[src/rtl/seg7_scan_driver.sv]
// Multiplexed NDIG-digit hex 7-segment driver with PWM brightness.
// Optional blink support is compiled in when SEG7_SCAN_BLINK_EN is defined.
//
// Ports:
//   clk, clr (async, active-high)
//   ld_valid/ld_ready, ld_data[4*NDIG], ld_dp[NDIG] : double-buffered value load
//   blank_lz, bright[4]    : leading-zero blanking, brightness 0..15
//   blink_mask[NDIG]       : per-digit blink enable (SEG7_SCAN_BLINK_EN only)
//   a_to_g[7], an[NDIG], dp : active-low registered display outputs
//   frame_done             : one-cycle pulse as the index wraps to digit 0
module seg7_scan_driver #(
   parameter int NDIG       = 8,
   parameter int PRESCALE_W = 17,
   parameter int BLINK_W    = 5
) (
   input  logic              clk,
   input  logic              clr,
   input  logic              ld_valid,
   output logic              ld_ready,
   input  logic [4*NDIG-1:0] ld_data,
   input  logic [NDIG-1:0]   ld_dp,
   input  logic              blank_lz,
   input  logic [3:0]        bright,
`ifdef SEG7_SCAN_BLINK_EN
   input  logic [NDIG-1:0]   blink_mask,
`endif
   output logic [6:0]        a_to_g,
   output logic [NDIG-1:0]   an,
   output logic              dp,
   output logic              frame_done
);

   localparam int IW = (NDIG > 1) ? $clog2(NDIG) : 1;
   localparam logic [IW-1:0] LAST = IW'(NDIG - 1);
   localparam logic [PRESCALE_W-1:0] P_ONE = PRESCALE_W'(1);

   if (NDIG < 1 || NDIG > 16 || PRESCALE_W < 4 || BLINK_W < 1) begin : g_param_chk
      $error("seg7_scan_driver: illegal parameter value");
   end

   logic [PRESCALE_W-1:0] presc_q;
   logic [IW-1:0]         idx_q;
   logic [4*NDIG-1:0]     disp_q, pend_q;
   logic [NDIG-1:0]       disp_dp_q, pend_dp_q;
   logic                  pend_full_q;
   logic [6:0]            seg_q, seg_d;
   logic [NDIG-1:0]       an_q, an_d;
   logic                  dp_q, dp_d;
   logic                  fd_q;

   logic [3:0] phase;
   logic       wrap, fwrap, accept;
   logic [3:0] nib;
   logic       nib_dp, above, en, lit, blink_dark;

   assign phase    = presc_q[PRESCALE_W-1 -: 4];
   assign wrap     = &presc_q;
   assign fwrap    = wrap && (idx_q == LAST);
   assign ld_ready = !pend_full_q;
   assign accept   = ld_valid && ld_ready;

`ifdef SEG7_SCAN_BLINK_EN
   logic [BLINK_W-1:0] blink_q;
   logic               nib_blk;
   assign blink_dark = nib_blk && blink_q[BLINK_W-1];

   always_ff @(posedge clk or posedge clr) begin
      if (clr) begin
         blink_q <= '0;
      end else if (fwrap) begin
         blink_q <= blink_q + BLINK_W'(1);
      end
   end
`else
   assign blink_dark = 1'b0;
`endif

   // Select the current digit and check whether any higher digit is nonzero.
   always_comb begin
      nib    = 4'h0;
      nib_dp = 1'b0;
      above  = 1'b0;
`ifdef SEG7_SCAN_BLINK_EN
      nib_blk = 1'b0;
`endif
      for (int j = 0; j < NDIG; j++) begin
         if (j == int'(idx_q)) begin
            nib    = disp_q[4*j +: 4];
            nib_dp = disp_dp_q[j];
`ifdef SEG7_SCAN_BLINK_EN
            nib_blk = blink_mask[j];
`endif
         end
         if (j > int'(idx_q)) begin
            above = above | (|disp_q[4*j +: 4]);
         end
      end
      en  = (idx_q == '0) || !blank_lz || above;
      lit = en && (phase <= bright) && !blink_dark;
   end

   always_comb begin
      seg_d = 7'h7F;
      an_d  = '1;
      dp_d  = 1'b1;
      if (lit) begin
         an_d[idx_q] = 1'b0;
         dp_d        = !nib_dp;
         case (nib)
            4'h0: seg_d = 7'h01;
            4'h1: seg_d = 7'h4F;
            4'h2: seg_d = 7'h12;
            4'h3: seg_d = 7'h06;
            4'h4: seg_d = 7'h4C;
            4'h5: seg_d = 7'h24;
            4'h6: seg_d = 7'h20;
            4'h7: seg_d = 7'h0F;
            4'h8: seg_d = 7'h00;
            4'h9: seg_d = 7'h04;
            4'hA: seg_d = 7'h08;
            4'hB: seg_d = 7'h60;
            4'hC: seg_d = 7'h31;
            4'hD: seg_d = 7'h42;
            4'hE: seg_d = 7'h30;
            default: seg_d = 7'h38;
         endcase
      end
   end

   always_ff @(posedge clk or posedge clr) begin
      if (clr) begin
         presc_q     <= '0;
         idx_q       <= '0;
         disp_q      <= '0;
         disp_dp_q   <= '0;
         pend_q      <= '0;
         pend_dp_q   <= '0;
         pend_full_q <= 1'b0;
         seg_q       <= 7'h7F;
         an_q        <= '1;
         dp_q        <= 1'b1;
         fd_q        <= 1'b0;
      end else begin
         presc_q <= presc_q + P_ONE;
         if (wrap) begin
            idx_q <= (idx_q == LAST) ? '0 : idx_q + IW'(1);
         end
         fd_q <= fwrap;
         // Display register only changes at the frame boundary; a load in
         // that very cycle bypasses the empty buffer.
         if (fwrap) begin
            if (pend_full_q) begin
               disp_q      <= pend_q;
               disp_dp_q   <= pend_dp_q;
               pend_full_q <= 1'b0;
            end else if (accept) begin
               disp_q    <= ld_data;
               disp_dp_q <= ld_dp;
            end
         end else if (accept) begin
            pend_q      <= ld_data;
            pend_dp_q   <= ld_dp;
            pend_full_q <= 1'b1;
         end
         seg_q <= seg_d;
         an_q  <= an_d;
         dp_q  <= dp_d;
      end
   end

   assign a_to_g     = seg_q;
   assign an         = an_q;
   assign dp         = dp_q;
   assign frame_done = fd_q;

endmodule
[config.mk]
export PLATFORM = sky130hd
export DESIGN_NAME = seg7_scan_driver
export DESIGN_NICKNAME = d
export VERILOG_FILES = /design/src/rtl/seg7_scan_driver.sv
export SDC_FILE = /design/constraint.sdc
export NUM_CORES = 1
export LEC_CHECK = 0
export CAP_MARGIN = 20
export CORE_UTILIZATION = 38
export DETAILED_ROUTE_END_ITERATION = 8
export HOLD_SLACK_MARGIN = 0.12
export SYNTH_ARGS = -nofsm -noshare
export SYNTH_HDL_FRONTEND = slang
export SYNTH_SLANG_ARGS = --single-unit
[constraint.sdc]
create_clock -name clk -period 4.1 [get_ports clk]
set_input_delay 0.82 -clock clk [delete_from_list [all_inputs] [get_ports clk]]
set_output_delay 0.82 -clock clk [all_outputs]
set_load 0.05 [all_outputs]
After elaboration in Yosys (flattened, before gate mapping)
Memories as Yosys holds them, arrays and structs flattened.
Index checks and enable logic that the tools add are counted.
- input bits: 48
- memories: 1
- bits in registers: 118
- output and inout port bits: 18
- bits in read-only memories: 112
- bitwise gates (word level): 8
- reduce and logical (&&, ||, !) cells: 23
- $lt $le $gt $ge: 10
- $add $sub $neg: 2
- equal/unequal tests: 8
- multiplexer cells: 35
- memory list (memory ; words ; bits a word ; rd ports ; clocked after Yosys merged registers in ; write ports ; line ; RTL):
    (name not given) ; 16 ; 7 ; 1 ; 0 ; 0 ; 109 ; case (nib)
- operator list (kind ; count):
    $mux W32 ; 2
    $mux W4 ; 8
    $reduce_or A4 Y1 ; 7
    $mux W8 ; 3
    $mux W1 ; 19
    $add A17 B1 Y17 const B ; 1
    $reduce_and A17 Y1 ; 1
    $eq A3 B3 Y1 const A ; 4
    $gt A3 B3 Y1 const A ; 4
    $not A8 Y8 ; 1
    $mux W7 ; 1
    $eq A2 B3 Y1 const A ; 2
    $gt A2 B3 Y1 const A ; 2
    $logic_not A3 Y1 ; 2
    $or A1 B1 Y1 ; 6
    $le A4 B4 Y1 ; 1
    $logic_and A1 B1 Y1 ; 4
    $lt A3 B4 Y1 const B ; 1
    $reduce_and A2 Y1 ; 2
    $reduce_bool A2 Y1 ; 2
    $add A3 B1 Y3 const B ; 1
    $demux W1 S3 ; 1
    $eq A1 B3 Y1 const A ; 1
    $eq A3 B3 Y1 const B ; 1
    6 further kinds ; 9

Depth between registers and ports, before layout
- depth after elaboration: 17
- mapped depth: 14
- mapped depth without buffers: 11

Worst setup path before layout
Ideal clock, no wire load.
- path kind: reg-to-reg
- start point: reg idx_q[0]
- end point: reg seg_q[3] (netlist: a_to_g[3])
- stages on the path, launching flop included: 14
- data arrival time: 2656 ps
- setup time: 85 ps
- slack: 1359 ps
- cell sequence: dfrtp_1 > buf_4 > inv_1 > ha_1 > buf_2 > nand3b_1 > a221o_1 > a41o_1 > a31oi_2 > inv_1 > ha_1 > a21oi_1 > a311oi_1 > o21ai_1
- word-level cells in the longest chain between the ends: 17
- elaborated cells on any way between the ends: 42
- those cells by class: 7 x order compare; 7 x eq/ne; 16 x mux; 6 x bitwise; 5 x reduce/logical; 1 x memory
- RTL lines (element ; line ; RTL):
    from (decl) ; 42 ; logic [IW-1:0] idx_q;
    from (signal assigned) ; 146 ; idx_q <= (idx_q == LAST) ? '0 : idx_q + IW'(1);
    $gt A1 B3 Y1 ; 94 ; if (j > int'(idx_q)) begin
    $mux W1 ; 94 ;
    $or A1 B1 Y1 ; 95 ; above = above | (|disp_q[4*j +: 4]);
    $mux W1 ; 94 ;
    $or A1 B1 Y1 ; 95 ;
    $mux W1 ; 94 ;
    $or A1 B1 Y1 ; 95 ;
    $mux W1 ; 94 ;
    (+2 left out) ; -- ;
    $or A1 B1 Y1 ; 95 ;
    $mux W1 ; 94 ;
    $or A1 B1 Y1 ; 95 ;
    $mux W1 ; 94 ;
    $logic_or A1 B1 Y1 ; 98 ; en = (idx_q == '0) || !blank_lz || above;
    $logic_and A1 B1 Y1 ; 99 ; lit = en && (phase <= bright) && !blink_dark;
    $mux W7 (*) ; 106 ; if (lit) begin
    via seg_d[3] ; 46 ; logic [6:0] seg_q, seg_d;
    to (signal assigned) ; 165 ; seg_q <= seg_d;
    to (decl) ; 46 ;
Mark *: on every way through the listed nets, which the timed path passes. The rest lies on a longest branch.
A chain may end at the register's enable or synchronous reset.

Final worst setup path
- start point: reg idx_q[1]
- end point: reg seg_q[3] (netlist: a_to_g[3])
The elaborated chain is that of the path after synthesis.

==> impl_metrics.toml <==
[layout]
drive_gt1_share_pct = 17.8
synthToLayoutAreaGrowth_pct = 24.7
layout.nets = 648
final_common_cell = "dfrtp_1"
final_cell_mix = "dfrtp_1, clkdlybuf4s50_1, nand2_1, o21ai_0, mux2i_1"
diodes = 0
fin_area_mm2 = 0.00725

[drt]
drtIter0Drc = 352
wl_um = 12500
ant_nets = 0
routedWlPerCell_um = 16.0
vias = 4096
route.detailed.drc = 0
vias_per_cell = 5.26
first_pass_iters = 4

[cts]
clock-sinks = 118
cts-hold-fix-buffers = 0
cts_tree = "yes"
cts_resized = 0
htreeDepth = 4
clock_latency_ns = 0.41
cts-root-buf = "clkbuf_16"
clk_pin_slew_ns = 0.05
clock_path_buffers = 2
cts-buffers-inserted = 17
postCtsSetupBuffers = 0

[floorplanning]
die_w_um = 126
die_h_um = 126
core_mm2 = 0.0148
std_cell_rows = 44
die_area_mm2 = 0.0158
ioPinCount = 66
start_util_pct = 39.4

[sta]
relSlewSlack_pct = 52.6
fin_ws_ns = 0.649
setup_viol = 0
fmax_mhz = 290
post-route-period-util_pct = 84.2
fin_tns_setup_ns = 0
rsz0062_at_grt = "no"
tightest_slew_ns = 0.711
finClkSkew_ns = 0.0105
period_needed_ns = 3.45
finalMaxSlewViolations = 0
final-hold-violation-count = 0

[placed_design]
port_buffers = 65
gp_congestion = 0.891
preCtsSetupSlack_ns = 0.713
place_area_mm2 = 0.00665
dp_hpwl_um = 8860

[synth]
ys_top_cells_by_area = "dfrtp_1, mux2_2, mux2i_1, dfstp_2, o21ai_0"
syn-cell-area_mm2 = 0.00582
synth_top_area_cell = "dfrtp_1"
post_synth_num_cell_types = 62
synth_top_area_share_pct = 43.9
synth_edf_count = 0
seq_area_frac_synth_pct = 51.1
synthCells = 521
synthesis.nets = 587
synthFlopType = "dfrtp_1"
ys_warn_count = 0
yosys_register_bits = 118
synthArstFlopShare_pct = 100
syn_avg_cell_area_um2 = 11.2

[power]
swShare_pct = 20.4
p_switching_uw = 585
p_clk_share_pct = 52.4
p_leak_uw = 0.00341
internal_power_uw = 2290
power_frac_seq_pct = 42.4
vdd_drop_max_v = 0.000287
powerDensity_mw_per_mm2 = 396
total_power_uw = 2870
combinationalPowerShare_pct = 5.1

[global_routing]
grt_pass1_vias = 4305
gr-total-overflow = 0
grt_usage_pct = 17.6
antenna_found_initial = 0
grt_max_degree = 81
grt_pass1_wl_um = 21600

[worst_setup_path]
critical_path.endpoint_type = "flop"
path_max_fanout = 15
cp-start-kind = "flop"
required_ns = 4.41
critical_path_class = "flop to flop"
worstPathArrival_ns = 3.77

[run_status]
status = "finished clean"

[worst_hold_path]
min_path_type = "flop to flop"

[job]
max_cap_violations = 0
## worst paths after layout
path / depth (start not counted) / end / from / slack, ns
worst max-delay path: 10 / a_to_g[3] / idx_q[1] / 0.65
worst min-delay path: 1 / presc_q[8] / presc_q[8] / 0.47
worst max register to register: 10 / a_to_g[3] / idx_q[1] / 0.65
worst min register to register: 1 / presc_q[8] / presc_q[8] / 0.47
max in group asynchronous: 3 / presc_q[2] / clr / 2.49
min in group asynchronous: 2 / pend_q[0] / clr / 0.78
## Yosys cell counts, types with 2 or more instances
library cell  count
dfrtp_1         102
nand2_1          59
o21ai_0          49
mux2i_1          45
mux2_2           40
ha_1             18
nand3_1          17
dfstp_2          16
inv_1            16
clkbuf_1         12
xnor2_1          11
a21oi_1           9
nor2_1            9
buf_1             8
nor4_1            7
a211oi_1          6
buf_2             6
nand2b_1          6
nand4_1           6
nor2b_1           6
and3_1            4
nand3b_1          4
a221o_1           3
a31oi_1           3
and3b_1           3
nor3_1            3
o211ai_1          3
o21ai_1           3
o221ai_1          3
o221ai_2          3
xor2_1            3
a211o_1           2
a22oi_1           2
buf_4             2
buf_6             2
nor4bb_1          2
o31ai_1           2
or3b_1            2
## final cells by class
type | count | area [um2]
Multi-Input combinational cell | 356 | 2650
Timing Repair Buffer | 72 | 728
Clock buffer | 24 | 482
Sequential cell | 118 | 2970
Tap cell | 184 | 230
Fill cell | 1344 | 7500
Inverter | 17 | 66.3
Clock inverter | 8 | 121
## critical path, stage by stage (launching register included)
cell	delay [ns]
dfrtp_1	0.63
ha_1	0.27
ha_1	0.52
nor2b_1	0.32
a221oi_1	0.13
a22oi_1	0.52
inv_1	0.20
ha_1	0.35
a21oi_1	0.05
a311oi_1	0.26
o21ai_1	0.11
## state kept, by name, indices dropped and copies added, names as in the netlist
name / flops
a_to_g: 7
an: 8
disp_dp_q: 8
disp_q: 32
dp: 1
frame_done: 1
idx_q: 3
pend_dp_q: 8
pend_full_q: 1
pend_q: 32
presc_q: 17
## metal layers
metal  GRT usage, %  vias up  wire length, um
met5              0        -                0
li1               -     1992                -
met4           6.46        0              177
met1           22.4     2002             5930
met2           27.9       88             5860
met3           5.61       14              527
## cells by family (layout without fill, tap and decap cells)
group / Yosys count / after routing / synth area share (%)
AO/OA/AOI/OAI: 103 / 103 / 11.8
XOR/XNOR: 14 / 14 / 2.11
adder cells (fa/ha/maj): 18 / 18 / 3.87
buffers and inverters: 47 / 121 / 3.55
flip-flops: 118 / 118 / 51.1
multiplexers: 85 / 85 / 15.5
AND/OR/NAND/NOR: 136 / 136 / 12.0
## per-stage QoR
stage / hold slack [ns] / std cells / util, %
CTS: 0.470 / 779 / 49.2
floorplan: 0.438 / 521 / -
finish: 0.466 / 779 / 49.2
detailed placement: 0.458 / 747 / 45.1
global route: 0.500 / 779 / 49.2
global placement: 0.454 / 747 / 45.1
## power groups by stage
| stage | Combinational, uW | Sequential, uW | Clock [uW] |
|---|---|---|---|
| 2_1_floorplan | 68.9 | 1240 | 0 |
| 3_3_place_gp | 148 | 1240 | 0 |
| 3_5_place_dp | 152 | 1240 | 0 |
| 4_1_cts | 153 | 1220 | 1540 |
| 5_1_grt | 166 | 1220 | 1590 |
| 6_report | 148 | 1220 | 1510 |
Power figures use the tool's default switching activity.
==> edit 1, RTL diff (config.mk and constraints unchanged) <==
Add a define of `SEG7_SCAN_BLINK_EN`.
--- a/src/rtl/seg7_scan_driver.sv
+++ b/src/rtl/seg7_scan_driver.sv
@@ -8,6 +8,8 @@
 //   blink_mask[NDIG]       : per-digit blink enable (SEG7_SCAN_BLINK_EN only)
 //   a_to_g[7], an[NDIG], dp : active-low registered display outputs
 //   frame_done             : one-cycle pulse as the index wraps to digit 0
+`define SEG7_SCAN_BLINK_EN
+
 module seg7_scan_driver #(
    parameter int NDIG       = 8,
    parameter int PRESCALE_W = 17,
Ports: changed (added blink_mask); port bits go from 66 to 74. The function was not compared with the original's and may differ.
==> edit 1 against the unedited design <==
  * Die area rose by 4.6%
  * Critical path type unchanged
  * Setup slack better by 0.22 ns
  * Power rose by 1.9%
  * Global-route usage grew 0.42 points
  * Sequential cell count rose by 5
  * Final area is 4.7% higher
  * Cell count increased by 8.9%
  * Routed wire length is 5.3% higher
  * Combinational power increased by 8%
  * Synthesized area rose by 4.6%
==> edit 1: results (changes against the unedited design) <==
Via Count 4319 (+5.4%); initial antenna violation count 0 (unchanged); r2r setup slk 0.87 ns (+0.22 ns); number of global-route vias before repair 4501 (+4.6%); HP Start presc_q[6]; Worst path slowest cell dfrtp_1; P_leak 3.592 nW (+5.5%); warnings from Yosys 0 (unchanged); Crit Path Max Fanout 14 (-1); skew final 0.01034 ns (-0.0001933 ns); biggest regs disp_q x32, pend_q x32, presc_q x17; sequential area share after synthesis 50.92% (-0.20 points); Reg2Reg Depth 11 (+1); Worst VDD drop 0.0002765 V (-3.5%); fraction of layout instances using a drive strength above 1 19.00% (+1.2 points); commonest cells in the netlist 107 x dfrtp_1, 69 x nand2_1, 52 x o21ai_0, 44 x mux2i_1, 40 x mux2_2; synth unique cells 59 (-4.8%); TritonCTS buffer count 17 (unchanged); router iterations before antenna repair 5 (+1); Post-DP Area 6990 sq um (+5.1%); Final Net Count 698 (+7.7%); port bufs 73 (+12%); switching part of the total 20.56% (+0.21 points); Clock Latency Late Sink 0.42 ns; CTS root buffer clkbuf_16; Post-DP HPWL 9372 um (+5.8%); Final setup viols 0 (unchanged); first-pass GRT wire length 22750 um (+5.3%); DR WL/cell 15.51 um (-3.3%); DRT iter0 DRCs 247 (-30%); GPL Wtd Cong 0.8645 (-3.0%); Area contributors post-synth dfrtp_1 44%, mux2_2 7.4%, mux2i_1 7.2%, dfstp_2 6.9%, o21ai_0 4.3%; Worst Setup Path Type reg -> reg; Max Root-Sink Buffers 2 (unchanged); FF-to-FF Start idx_q[1]; post-synth net total 629 (+7.2%); setup_tns 0 ns (unchanged); Crit path max-delay family compound AO/OA/AOI/OAI gates; measured slew at the worst slew-check pin 0.7248 ns (+0.01378 ns); status finished, final reports clean; ANT cells 0 (unchanged); WHS Endpoint presc_q[6]; Reg2Reg Capture Point a_to_g[3]; Clock transition at path regs 0.05 ns (about the same); GRT Util Overall 17.99% (+0.42 points)
-- edit 1: cell types whose count changed in the layout (fill, tap and decap cells not counted), sizes merged, moves of 5 or more --
cell | unedited run | this run
a21oi | 9 | 18
clkdlybuf4s50 | 65 | 73
dfrtp | 102 | 107
nand2 | 60 | 70
nand4 | 6 | 11
nor2 | 10 | 19
o21ai | 53 | 62
-- edit 1: how the worst max path moves through the flow --
stage                      end  cells after the start
finish               a_to_g[3]                     11
global route         a_to_g[3]                     14
CTS                  a_to_g[3]                     11
detailed placement   a_to_g[5]                      9
global placement     a_to_g[5]                      9
floorplan           blink_q[0]                      1
-- edit 1: per-layer routing --
layer	GRT usage, %	part of all wire [%]
met1	24.29	49
met4	5.675	1.2
met2	27.95	46
met5	0	0
met3	5.073	4.8
-- edit 1: worst reg2reg max path, stage by stage, from the launching register on --
cell and delay, ns:
dfrtp_1 0.63, inv_1 0.22, ha_1 0.43, o21ai_1 0.39
nand2_1 0.10, o21ai_0 0.30, o21a_1 0.25, inv_1 0.10
ha_1 0.23, nor2b_1 0.15, a211oi_2 0.24, o21ai_2 0.09
-- edit 1: cell type report --
class	count	area [sq um]
fillers	1415	7834
flip-flops and latches	123	3099
multi-input cells	383	2754
repair buffers	81	803.3
clock buffers	20	456.7
well taps	211	264.0
clock inverters	12	146.4
inverters	18	70.07
-- edit 1: power groups by stage --
| stage | sequential (mW) | clock (mW) | combinational (mW) |
|---|---|---|---|
| 2_1_floorplan | 1.29 | 0 | 0.0721 |
| 3_3_place_gp | 1.29 | 0 | 0.161 |
| 3_5_place_dp | 1.29 | 0 | 0.165 |
| 4_1_cts | 1.27 | 1.54 | 0.165 |
| 5_1_grt | 1.27 | 1.59 | 0.179 |
| 6_report | 1.27 | 1.50 | 0.160 |
-- edit 1: per-stage QoR --
stage | worst slack (ns) | hold WS [ns] | instances
floorplan | 0.03560 | 0.4376 | 555
global placement | 0.9834 | 0.4546 | 816
detailed placement | 0.8948 | 0.4581 | 816
CTS | 0.9389 | 0.4695 | 848
global route | 0.6313 | 0.4887 | 848
finish | 0.8667 | 0.4691 | 848
-- edit 1: cell families (layout without fill, tap and decap cells) --
logic type,Yosys count,count (layout),share of synthesized area [%]
simple gates,154,154,12.56
flops,123,123,50.92
compound gates,109,109,11.49
mux,84,84,14.64
buf+inv,49,131,4.092
fa+ha+maj,18,18,3.701
xor+xnor,18,18,2.591
==> edit 2, RTL diff (same settings) <==
Made on the original files. Register the output `an` once more; this adds one clock of latency there. The other outputs are not delayed to match. Comments in the files are not updated.
--- a/src/rtl/seg7_scan_driver.sv
+++ b/src/rtl/seg7_scan_driver.sv
@@ -169,7 +169,9 @@
    end
 
    assign a_to_g     = seg_q;
-   assign an         = an_q;
+   always_ff @(posedge clk) begin
+      an <= an_q;
+   end
    assign dp         = dp_q;
    assign frame_done = fd_q;
 
Formal check against the unedited RTL: not equivalent (Yosys sat finds a counterexample within 4 cycles, from zero or initial values).
==> edit 2 against the unedited design <==
  * Critical path type unchanged
  * Power increased by 6.6%
  * Sequential cell count grew 8
  * Largest power group unchanged
  * Highest routed layer unchanged
  * Setup slack improved by 0.24 ns
  * Sequential share of layout area up 1.1 points
  * Non-clock buffer count is 1 lower
  * Routed wire length decreased by 5.5%
  * Final area rose by 2.5%
  * Synthesized area is 2.2% higher
  * Global-route usage is 1.4 points lower
  * Core utilization decreased by 0.42 points
  * Die area grew 2.2%
  * Critical path depth increased by 1
  * Clock power is 7% higher
==> edit 2: results (changes against the unedited design) <==
Placed Cells 782 (+4.7%); fraction of layout instances using a drive strength above 1 16.92% (-0.90 points); Comb. pwr 0.147 mW; status finished, final reports clean; post-synth net total 599 (+2.0%); ANT cells 0 (unchanged); synthesized cell area 5944 sq um (+2.2%); Post-DP HPWL 8354 um (-5.7%); largest net degree at the start of global routing 81 (unchanged); initial antenna violation count 0 (unchanged); Hold/Removal Path Class reg -> reg; first-pass GRT wire length 20300 um (-6.0%); port bufs 65 (unchanged); Crit Path Max Fanout 20 (+5); Syn Inst Count 533 (+2.3%); CTS root buffer clkbuf_16; final wirelength 11800 um (-5.5%); GPL Wtd Cong 0.8949 (+0.39%); router iterations before antenna repair 4 (unchanged); synth unique cells 56 (-9.7%); post-CTS repair timing setup buffer count 0 (unchanged); slew margin rel. 48.31% (-4.3 points); CP arrival 3.53 ns (-0.24 ns); post_cts resized 0 (unchanged); TritonCTS buffer count 17 (unchanged); Worst VDD drop 0.0002872 V (+0.20%); H-Tree Depth 4 (unchanged); sequential fraction of design power 42.4% (about the same); Post-synth ARST share 93.65% (-6.3 points); warnings from Yosys 0 (unchanged); Clock Latency Late Sink 0.42 ns; DR WL/cell 14.50 um (-9.6%); Setup WS pre-CTS 0.8060 ns (+0.09315 ns); Fill cells 1405 (+4.5%); Area contributors post-synth dfrtp_1 43%, mux2_2 7.6%, mux2i_1 7.6%, dfstp_2 7.1%, o21ai_0 4.2%; DRT iter0 DRCs 236 (-33%); Final Net Count 656 (+1.2%); Max Root-Sink Buffers 2 (unchanged); Via Count 4097 (+0.024%); P_leak 3.456 nW (+1.5%); sequential area share after synthesis 52.70% (+1.6 points); Clock transition at path regs 0.05 ns (about the same); GRT Util Overall 16.16% (-1.4 points); ys flop type dfrtp_1; biggest regs disp_q x32, pend_q x32, presc_q x17; internal power 2.445 mW (+6.8%); skew final 0.01372 ns (+0.003180 ns); sw power 0.6194 mW (+5.9%); number of global-route vias before repair 4240 (-1.5%); commonest cells in the netlist 102 x dfrtp_1, 65 x nand2_1, 50 x o21ai_0, 45 x mux2i_1, 40 x mux2_2
==> edit 2: cells by family after synthesis <==
kind of cell	after synthesis	synth area share [%]
mux	85	15.15
flops	126	52.70
xor+xnor	14	2.063
buf+inv	54	3.768
fa+ha+maj	18	3.789
compound gates	104	11.47
simple gates	132	11.05
==> edit 2: routing by layer <==
metal / up-vias / global-route usage [%] / part of all wire, %
li1: 2013 / - / -
met1: 1988 / 20.78 / 48
met2: 80 / 25.86 / 46
met3: 16 / 4.229 / 3.9
met4: 0 / 6.863 / 1.7
met5: - / 0 / 0
==> edit 2: cell type report <==
cell class | instances | area share [%]
Clock inverter | 14 | 2.927
Inverter | 21 | 1.093
Tap cell | 211 | 3.549
Clock buffer | 18 | 5.770
Multi-Input combinational cell | 353 | 35.00
Timing Repair Buffer | 71 | 9.521
Sequential cell | 126 | 42.14
==> edit 2: through the flow <==
step / area, sq um / util [%]
final: 7438 / 48.75
after global routing: 7438 / 48.75
after CTS: 7438 / 48.75
after detailed placement: 6792 / 44.51
after global placement: 6792 / 44.51
after floorplan: 5944 / -
==> edit 2: worst max-delay path: stages (launching register included) <==
cell	delay [ns]
dfrtp_1	0.51
inv_1	0.23
ha_1	0.62
a21oi_1	0.08
a2111oi_0	0.46
o22ai_1	0.19
a21o_1	0.26
inv_1	0.14
ha_1	0.22
a211o_1	0.14
o32ai_1	0.10
a32oi_1	0.17
==> edit 2: path summary, 6_finish.rpt <==
check	startpoint	endpoint	slack, ns	depth (start not counted)
setup / recovery	idx_q[0]	a_to_g[6]	0.89	11
hold / removal	an_q[1]	an[1]	0.39	0
setup reg to reg	idx_q[0]	a_to_g[6]	0.89	11
hold reg to reg	an_q[1]	an[1]	0.39	0
max in group asynchronous	clr	pend_full_q	2.49	3
min in group asynchronous	clr	presc_q[3]	0.82	2
